**config.mk**
```make
export PLATFORM = sky130hd
export DESIGN_NAME = td4_control_flat
export DESIGN_NICKNAME = d
export VERILOG_FILES = /design/src/rtl/td4_pkg.sv /design/src/rtl/td4_control_if.sv /design/src/rtl/td4_decode.sv /design/src/rtl/td4_control.sv /design/src/flat_wrapper.sv
export SDC_FILE = /design/constraint.sdc
export NUM_CORES = 1
export LEC_CHECK = 0
export BUFFER_PORTS_ARGS = -buffer_cell sky130_fd_sc_hd__buf_2
export CORE_MARGIN = 1.5
export CORE_UTILIZATION = 30
export DETAILED_ROUTE_END_ITERATION = 7
export GPL_ROUTABILITY_DRIVEN = 0
export GPL_TIMING_DRIVEN = 0
export PLACE_DENSITY = 0.59
export SETUP_SLACK_MARGIN = 0.05
export SLEW_MARGIN = 20
export SYNTH_ARGS = -nofsm -noshare
export SYNTH_HDL_FRONTEND = slang
export SYNTH_SLANG_ARGS = --single-unit
```
**constraint.sdc**
```tcl
create_clock -name clk -period 2.6 [get_ports clk]
set_clock_uncertainty 0.15 [all_clocks]
set_input_delay 0.52 -clock clk [delete_from_list [all_inputs] [get_ports clk]]
set_output_delay 0.52 -clock clk [all_outputs]
set_load 0.05 [all_outputs]
```
**src/rtl/td4_pkg.sv**
```systemverilog
// Shared types for the TD4 control stage: opcodes, mux selects, FSM states
// and the decoded-instruction record.
package td4_pkg;

    typedef enum logic [3:0] {
        OP_ADD_A_IM = 4'h0,
        OP_MOV_A_B  = 4'h1,
        OP_IN_A     = 4'h2,
        OP_MOV_A_IM = 4'h3,
        OP_MOV_B_A  = 4'h4,
        OP_ADD_B_IM = 4'h5,
        OP_IN_B     = 4'h6,
        OP_MOV_B_IM = 4'h7,
        OP_OUT_B    = 4'h9,
        OP_OUT_IM   = 4'hB,
        OP_JNC      = 4'hE,
        OP_JMP      = 4'hF
    } opcode_e;

    localparam logic [1:0] SEL_A    = 2'd0;
    localparam logic [1:0] SEL_B    = 2'd1;
    localparam logic [1:0] SEL_IN   = 2'd2;
    localparam logic [1:0] SEL_ZERO = 2'd3;

    typedef enum logic [1:0] {
        HALT  = 2'd0,
        FETCH = 2'd1,
        EXEC  = 2'd2
    } state_e;

    typedef struct packed {
        logic       ld_a;
        logic       ld_b;
        logic       ld_out;
        logic       ld_pc_uncond;
        logic       ld_pc_nc;
        logic [1:0] sel;
    } decode_t;

    // JNC looks at the flag left by the previous instruction, never the live adder carry.
    function automatic logic jump_taken(input decode_t dec, input logic carry_flag);
        return dec.ld_pc_uncond | (dec.ld_pc_nc & ~carry_flag);
    endfunction

endpackage

```
**src/rtl/td4_control_if.sv**
```systemverilog
// Bus between the TD4 control stage (master) and the datapath/ROM side (slave).
interface td4_control_if;

    logic       run_req;
    logic       step;
    logic [7:0] rom_data;
    logic [3:0] pc;
    logic       adder_cout;

    logic [1:0] sel;
    logic [3:0] imm;
    logic       n_ld_a;
    logic       n_ld_b;
    logic       n_ld_out;
    logic       n_ld_pc;
    logic [3:0] pc_load_val;
    logic       carry;
    logic       halted;
    logic [7:0] instr;

    modport master (
        input  run_req, step, rom_data, pc, adder_cout,
        output sel, imm, n_ld_a, n_ld_b, n_ld_out, n_ld_pc,
               pc_load_val, carry, halted, instr
    );

    modport slave (
        output run_req, step, rom_data, pc, adder_cout,
        input  sel, imm, n_ld_a, n_ld_b, n_ld_out, n_ld_pc,
               pc_load_val, carry, halted, instr
    );

endinterface

```
**src/rtl/td4_decode.sv**
```systemverilog
// Combinational TD4 opcode decoder: opcode -> register loads and mux source.
module td4_decode
    import td4_pkg::*;
(
    input  logic [3:0] i_opcode,
    output decode_t    o_dec
);

    // Opcode table; anything unlisted is a NOP that still updates carry.
    always_comb begin
        o_dec = '{ld_a: 1'b0, ld_b: 1'b0, ld_out: 1'b0,
                  ld_pc_uncond: 1'b0, ld_pc_nc: 1'b0, sel: SEL_ZERO};
        case (opcode_e'(i_opcode))
            OP_ADD_A_IM: begin o_dec.ld_a   = 1'b1; o_dec.sel = SEL_A;    end
            OP_MOV_A_B:  begin o_dec.ld_a   = 1'b1; o_dec.sel = SEL_B;    end
            OP_IN_A:     begin o_dec.ld_a   = 1'b1; o_dec.sel = SEL_IN;   end
            OP_MOV_A_IM: begin o_dec.ld_a   = 1'b1; o_dec.sel = SEL_ZERO; end
            OP_MOV_B_A:  begin o_dec.ld_b   = 1'b1; o_dec.sel = SEL_A;    end
            OP_ADD_B_IM: begin o_dec.ld_b   = 1'b1; o_dec.sel = SEL_B;    end
            OP_IN_B:     begin o_dec.ld_b   = 1'b1; o_dec.sel = SEL_IN;   end
            OP_MOV_B_IM: begin o_dec.ld_b   = 1'b1; o_dec.sel = SEL_ZERO; end
            OP_OUT_B:    begin o_dec.ld_out = 1'b1; o_dec.sel = SEL_B;    end
            OP_OUT_IM:   begin o_dec.ld_out = 1'b1; o_dec.sel = SEL_ZERO; end
            OP_JNC:      begin o_dec.ld_pc_nc     = 1'b1; o_dec.sel = SEL_ZERO; end
            OP_JMP:      begin o_dec.ld_pc_uncond = 1'b1; o_dec.sel = SEL_ZERO; end
            default:     begin o_dec.sel = SEL_ZERO; end
        endcase
    end

endmodule

```
**src/rtl/td4_control.sv**
```systemverilog
// TD4 control stage: HALT/FETCH/EXEC sequencer, instruction register, carry flag
// and EXEC-gated active-low load enables for the downstream datapath.
module td4_control
    import td4_pkg::*;
#(
    parameter bit START_RUNNING = 1'b1
) (
    input  logic          clk,
    input  logic          reset,
    td4_control_if.master bus
);

    localparam state_e RESET_STATE = START_RUNNING ? FETCH : HALT;

    state_e     r_state;
    logic [7:0] r_ir;
    logic [1:0] r_sel;
    logic       r_carry;
    logic       r_step_mode;
    logic       r_n_ld_a;
    logic       r_n_ld_b;
    logic       r_n_ld_out;
    logic       r_n_ld_pc;
    logic       r_jump;

    decode_t    w_dec;
    logic       w_jump;

    // Decode the ROM word during FETCH so every EXEC-cycle control is a flop output.
    td4_decode u_decode (
        .i_opcode (bus.rom_data[7:4]),
        .o_dec    (w_dec)
    );

    assign w_jump = jump_taken(w_dec, r_carry);

    // Sequencer, IR, carry flag and registered load enables.
    always_ff @(posedge clk or posedge reset) begin
        if (reset) begin
            r_state     <= RESET_STATE;
            r_ir        <= 8'h00;
            r_sel       <= SEL_A;
            r_carry     <= 1'b0;
            r_step_mode <= 1'b0;
            r_n_ld_a    <= 1'b1;
            r_n_ld_b    <= 1'b1;
            r_n_ld_out  <= 1'b1;
            r_n_ld_pc   <= 1'b0;
            r_jump      <= 1'b0;
        end else begin
            case (r_state)
                HALT: begin
                    r_n_ld_a   <= 1'b1;
                    r_n_ld_b   <= 1'b1;
                    r_n_ld_out <= 1'b1;
                    r_n_ld_pc  <= 1'b0;
                    r_jump     <= 1'b0;
                    if (bus.step) begin
                        r_state     <= FETCH;
                        r_step_mode <= 1'b1;
                    end else if (bus.run_req) begin
                        r_state     <= FETCH;
                        r_step_mode <= 1'b0;
                    end else begin
                        r_state     <= HALT;
                    end
                end
                FETCH: begin
                    r_ir       <= bus.rom_data;
                    r_sel      <= w_dec.sel;
                    r_n_ld_a   <= ~w_dec.ld_a;
                    r_n_ld_b   <= ~w_dec.ld_b;
                    r_n_ld_out <= ~w_dec.ld_out;
                    r_n_ld_pc  <= ~w_jump;
                    r_jump     <= w_jump;
                    r_state    <= EXEC;
                end
                EXEC: begin
                    r_carry    <= bus.adder_cout;
                    r_n_ld_a   <= 1'b1;
                    r_n_ld_b   <= 1'b1;
                    r_n_ld_out <= 1'b1;
                    r_n_ld_pc  <= 1'b0;
                    r_jump     <= 1'b0;
                    r_state    <= (r_step_mode || !bus.run_req) ? HALT : FETCH;
                end
                default: begin
                    r_n_ld_a   <= 1'b1;
                    r_n_ld_b   <= 1'b1;
                    r_n_ld_out <= 1'b1;
                    r_n_ld_pc  <= 1'b0;
                    r_jump     <= 1'b0;
                    r_state    <= HALT;
                end
            endcase
        end
    end

    assign bus.sel         = r_sel;
    assign bus.imm         = r_ir[3:0];
    assign bus.instr       = r_ir;
    assign bus.carry       = r_carry;
    assign bus.n_ld_a      = r_n_ld_a;
    assign bus.n_ld_b      = r_n_ld_b;
    assign bus.n_ld_out    = r_n_ld_out;
    assign bus.n_ld_pc     = r_n_ld_pc;
    // Outside a taken jump the PC is reloaded with itself, which holds it.
    assign bus.pc_load_val = r_jump ? r_ir[3:0] : bus.pc;
    assign bus.halted      = (r_state == HALT);

endmodule

```
**src/flat_wrapper.sv**
```systemverilog
// flat-port wrapper written by rule: the top's interface ports become plain ports
module td4_control_flat import td4_pkg::*;
#(
    parameter bit START_RUNNING = 1'b1
)
  (clk, reset, bus_run_req, bus_step, bus_rom_data, bus_pc, bus_adder_cout, bus_sel, bus_imm, bus_n_ld_a, bus_n_ld_b, bus_n_ld_out, bus_n_ld_pc, bus_pc_load_val, bus_carry, bus_halted, bus_instr);
  td4_control_if bus_i ();
  input  logic clk;
  input  logic reset;
  input wire logic [$bits(bus_i.run_req)-1:0] bus_run_req;
  input wire logic [$bits(bus_i.step)-1:0] bus_step;
  input wire logic [$bits(bus_i.rom_data)-1:0] bus_rom_data;
  input wire logic [$bits(bus_i.pc)-1:0] bus_pc;
  input wire logic [$bits(bus_i.adder_cout)-1:0] bus_adder_cout;
  output wire logic [$bits(bus_i.sel)-1:0] bus_sel;
  output wire logic [$bits(bus_i.imm)-1:0] bus_imm;
  output wire logic [$bits(bus_i.n_ld_a)-1:0] bus_n_ld_a;
  output wire logic [$bits(bus_i.n_ld_b)-1:0] bus_n_ld_b;
  output wire logic [$bits(bus_i.n_ld_out)-1:0] bus_n_ld_out;
  output wire logic [$bits(bus_i.n_ld_pc)-1:0] bus_n_ld_pc;
  output wire logic [$bits(bus_i.pc_load_val)-1:0] bus_pc_load_val;
  output wire logic [$bits(bus_i.carry)-1:0] bus_carry;
  output wire logic [$bits(bus_i.halted)-1:0] bus_halted;
  output wire logic [$bits(bus_i.instr)-1:0] bus_instr;
  assign bus_i.run_req = bus_run_req;
  assign bus_i.step = bus_step;
  assign bus_i.rom_data = bus_rom_data;
  assign bus_i.pc = bus_pc;
  assign bus_i.adder_cout = bus_adder_cout;
  assign bus_sel = bus_i.sel;
  assign bus_imm = bus_i.imm;
  assign bus_n_ld_a = bus_i.n_ld_a;
  assign bus_n_ld_b = bus_i.n_ld_b;
  assign bus_n_ld_out = bus_i.n_ld_out;
  assign bus_n_ld_pc = bus_i.n_ld_pc;
  assign bus_pc_load_val = bus_i.pc_load_val;
  assign bus_carry = bus_i.carry;
  assign bus_halted = bus_i.halted;
  assign bus_instr = bus_i.instr;
  td4_control #(.START_RUNNING(START_RUNNING)) u_core (.clk(clk), .reset(reset), .bus(bus_i));
endmodule
```
# Word level (Yosys, flattened, before mapping)
# Index checks and enable logic that the tools add are counted.
# word_totals
ff_bits	19
input_bits	17
output_inout_bits	24
elab_cells	60
# op_classes
eq_ne	13
n_mux	18
bitwise_logic	7
reduce_logical	12
# op_table
operator	count
4-bit by 3-bit equality test with 1-bit output, second input constant	4
4-bit equality test, second input constant	4
1-bit 2-to-1 mux	14
2-bit one-hot mux with 3 select lines	2
4-bit by 2-bit equality test with 1-bit output, second input constant	2
4-bit OR reduction	2
2-bit OR reduction	3
1-bit NOT	5
4-bit by 1-bit equality test with 1-bit output, second input constant	1
4-bit zero test	1
4-bit 2-to-1 mux	1
3-bit OR reduction	1
2-bit by 1-bit equality test with 1-bit output, second input constant	1
2-bit equality test, second input constant	1
2-bit zero test	1
2-bit 2-to-1 mux	1
2-bit AND reduction	1
2-bit nonzero test	1
1-bit bitwise AND	1
1-bit zero test	1
1-bit logical OR	1
1-bit OR	1

# Depth between registers and ports, before layout
# depth
ltp_word	6
ltp_mapped	5
mapped_depth_nobuf	4

# By module
# A second synthesis with hierarchy kept.
# unflattened
hier_cells	67
area_unflattened_um2	860.8
# modules_own_cells
mod	instances	cells_per_inst	area_per_inst_um2	seq_area_each_um2
td4_control	1	56	802.0	480.5
td4_decode	1	11	58.8	0.0

# Worst setup path after synthesis
# Ideal clock, no wire load.
# synth_timing
path_type	reg-to-output
startpoint	register u_core.r_state[1]
endpoint	output port bus_halted
t_arrival_ns	1.118
t_required_ns	1.930
path_slack_ns	0.812
stages_incl_launch_ff	2
n_path_buf	0
path_cell_list	dfrtp_1 > nor2_1
# synth_between
elab_chain_cells	1
# synth_lines
item	line	source
start, declared	td4_control.sv:15	state_e r_state;
start signal, assigned	td4_control.sv:85	r_state <= (r_step_mode || !bus.run_req) ? HALT : FETCH;
2-bit zero test	td4_control.sv:109	assign bus.halted = (r_state == HALT);
end, declared	flat_wrapper.sv:23	output wire logic [$bits(bus_i.halted)-1:0] bus_halted;
# No other way between the ends.

# Worst setup path in the final report
# layout_timing
startpoint	register u_core.r_jump
endpoint	output port bus_pc_load_val[2]
# layout_between
elab_chain_cells	1
# layout_lines
item	line	source
start, declared	td4_control.sv:24	logic r_jump;
start signal, assigned	td4_control.sv:75	r_jump <= w_jump;
4-bit 2-to-1 mux	td4_control.sv:108	assign bus.pc_load_val = r_jump ? r_ir[3:0] : bus.pc;
end, declared	flat_wrapper.sv:21	output wire logic [$bits(bus_i.pc_load_val)-1:0] bus_pc_load_val;
# No other way between the ends.

==> run metrics <==
status completed; Final Hold Viols 0; H-Tree Depth 1; capturing element type of the critical path output pin; number of DRC violations after detailed-routing iteration 0 9; post-DP HPWL 1330 µm; worst min-delay path category in2async; number of filler instances in the final layout 276; wire length per cell after detailed routing 10.9 µm; category of the worst setup path launch point flop; Post-CTS Repair Setup Buffers 0; share of the clock period used by the worst path between 70% and 80%; global route overflow 0; clock edge transition at the registers on the reported setup and hold paths 0.09 ns; number of synthesized register bits 19; clk root buf sky130_fd_sc_hd__clkbuf_4; clock period minus worst slack 1.96 ns; total negative setup slack 0 ns; height of the die roughly 55 µm; global-route wire length before repair slightly above 3000 µm; maximum number of pins on one net before global-route repair 20; number of sinks driven by the clock tree 19; count of yosys warnings during synthesis 0; worst-path fanout max 4; Via Count 664; number of flops mapped to enable cells by yosys 0; required time of the critical path 1.93 ns; final core area utilization 42.7%; Crit path max-delay family flip-flops; longest individual stage delay on the worst path 0.44 ns; Remaining DRCs 0; leading register cell type out of synthesis sky130_fd_sc_hd__dfrtp_1; vias in the first global route 694; Detail Route Antenna Nets 0; number of buffers on the longest clock path 2; post-synthesis cell count 81; sum of routed wire length over all layers 1700 µm; die outline width 55.4 µm; total buffers and inverters traversed by the critical path 1; worst slew margin relative to its limit 54.7%; RSZ-0062 raised after global routing false; io pins 41; PostCTS Resize Cnt 0; actual transition at the worst max-transition pin 0.679 ns; count of final setup violators 0; Syn Std Cell Area slightly above 800 µm²; Max Clock Freq roughly 510 MHz; post-layout net count ~140; clock latency on the worst-skew pair 0.28 ns; Avg Inst Size Synth between 10 and 15 µm²; vias per cell 4.28; diodes inserted 0; Net Count, Synth 98; total count of max-transition violations in the final report 0; total of buffers placed on input and output ports 40; CTS tree done; Syn-to-layout area delta 32.1%; fraction of the yosys area taken by sequential cells 58.4%; Starting Density 32.4%; number of optimization iterations in the first detailed-route pass 4; data arrival at the endpoint of the critical path 1.29 ns; number of max-capacitance violations reported 0; cts hold-fix bufs 0; share of final-layout standard cells stronger than drive strength 1 48.8%; Cell Chain, Critical Path mux2_2 > buf_2; share of async-settable or async-resettable flops after synthesis 100%; GR Util All Layers 12.4%; die footprint 0.00307 mm²; initial antenna violation count 0; area of combinational cells with multiple inputs roughly 280 µm²; library cells used by synthesis 22; number of core rows 18; worst-path cell with the longest stage delay sky130_fd_sc_hd__dfrtp_1; Core Footprint between 0.002 and 0.003 mm²; crit path kind reg2out; storage element area 480 µm²; Inserted Clock Buffers 3
[final timing paths]
path                                                         to  slack, ns                          start  cells after the start
min in group clk                u_core.bus.instr[0]$_DFFE_PP0P_       0.27                bus_rom_data[0]                      3
worst max register to register  u_core.bus.instr[4]$_DFFE_PP0P_       1.37    u_core.r_state[0]$_DFF_PP1_                      4
worst min register to register    u_core.bus.sel[0]$_DFFE_PP0P_       0.33  u_core.bus.sel[0]$_DFFE_PP0P_                      2
max in group asynchronous          u_core.bus.carry$_DFFE_PP0N_       1.70                          reset                      2
worst min-delay path             u_core.r_step_mode$_DFFE_PP0P_       0.17                          reset                      2
worst max-delay path                         bus_pc_load_val[2]       0.64        u_core.r_jump$_DFF_PP0_                      2
[metrics by stage]
| stage | hold WS [ns] | instance area, µm² | std cells | setup slack [ns] |
|---|---|---|---|---|
| 6_report | 0.172 | 1090 | 155 | 0.644 |
| 5_1_grt | 0.206 | 1090 | 155 | 0.569 |
| 4_1_cts | 0.187 | 1090 | 155 | 0.616 |
| 3_5_place_dp | 0.314 | 1060 | 151 | 0.859 |
| 3_3_place_gp | 0.301 | 1060 | 151 | 0.866 |
| 2_1_floorplan | 0.316 | 823 | 81 | 0.812 |
[state kept, by name (all words and copies together), names as in the netlist]
| signal | count |
|---|---|
| u_core.bus.sel | 2 |
| u_core.bus.carry | 1 |
| u_core.bus.n_ld_pc | 1 |
| u_core.bus.n_ld_b | 1 |
| u_core.r_jump | 1 |
| u_core.bus.n_ld_out | 1 |
| u_core.bus.n_ld_a | 1 |
| u_core.r_state | 2 |
| u_core.r_step_mode | 1 |
| u_core.bus.instr | 8 |
[cell usage after synthesis, drive strengths merged, types with 2 or more instances]
cell type / n / share of area, %
a21oi: 4 / 2.9
nand2b: 2 / 2.4
buf: 6 / 5.9
dfstp: 4 / 13
nand2: 28 / 13
inv: 4 / 2.1
dfrtp: 15 / 46
nor2: 5 / 2.3
mux2: 4 / 5.5
[cells by family after synthesis]
group	after synthesis	synth area share, %
buffers and inverters	10	8.06
and+or+nand+nor	40	21.4
muxes	4	5.47
AOI/OAI and AO/OA	8	6.69
DFF	19	58.4
[cells in the final DEF, fill, tap and decap left out]
cell                        netlist  routed
sky130_fd_sc_hd__buf_4            5       5
sky130_fd_sc_hd__nand3_1          1       1
sky130_fd_sc_hd__nand2_1         28      28
sky130_fd_sc_hd__nand3b_1         1       1
sky130_fd_sc_hd__a22o_1           1       1
sky130_fd_sc_hd__and2_1           1       1
sky130_fd_sc_hd__nand2b_4         1       1
sky130_fd_sc_hd__nor2_1           5       5
sky130_fd_sc_hd__dfrtp_1         15      15
sky130_fd_sc_hd__a21oi_2          1       1
sky130_fd_sc_hd__dfstp_2          4       4
sky130_fd_sc_hd__a21oi_1          3       3
sky130_fd_sc_hd__o2111ai_1        1       1
sky130_fd_sc_hd__or3_1            1       1
sky130_fd_sc_hd__and2b_1          1       1
sky130_fd_sc_hd__o21ai_0          1       1
sky130_fd_sc_hd__nand2b_1         1       1
sky130_fd_sc_hd__buf_2            0      40
sky130_fd_sc_hd__mux2_2           4       4
sky130_fd_sc_hd__a31o_2           1       1
sky130_fd_sc_hd__buf_6            1       1
sky130_fd_sc_hd__clkbuf_4         0       3
sky130_fd_sc_hd__clkbuf_1         0       1
sky130_fd_sc_hd__inv_4            1       1
sky130_fd_sc_hd__inv_1            3       3
[routing by layer]
metal	vias up	part of all wire, %	track usage, %
li1	340	-	-
met1	302	45	16.6
met2	22	49	20.1
met3	0	6.6	3.04
met4	0	0	3.14
met5	-	0	0
[final cells by class]
type,instances,area share [%]
Inverter,4,1.61
Multi-Input combinational cell,52,25.4
Clock buffer,4,2.42
Tap cell,30,3.45
Buffer,6,4.49
Timing Repair Buffer,40,18.4
Sequential cell,19,44.2
Power is left out: the tool's default activity adds up to more than one toggle a clock period on the data nets, which glitch-free logic cannot reach.
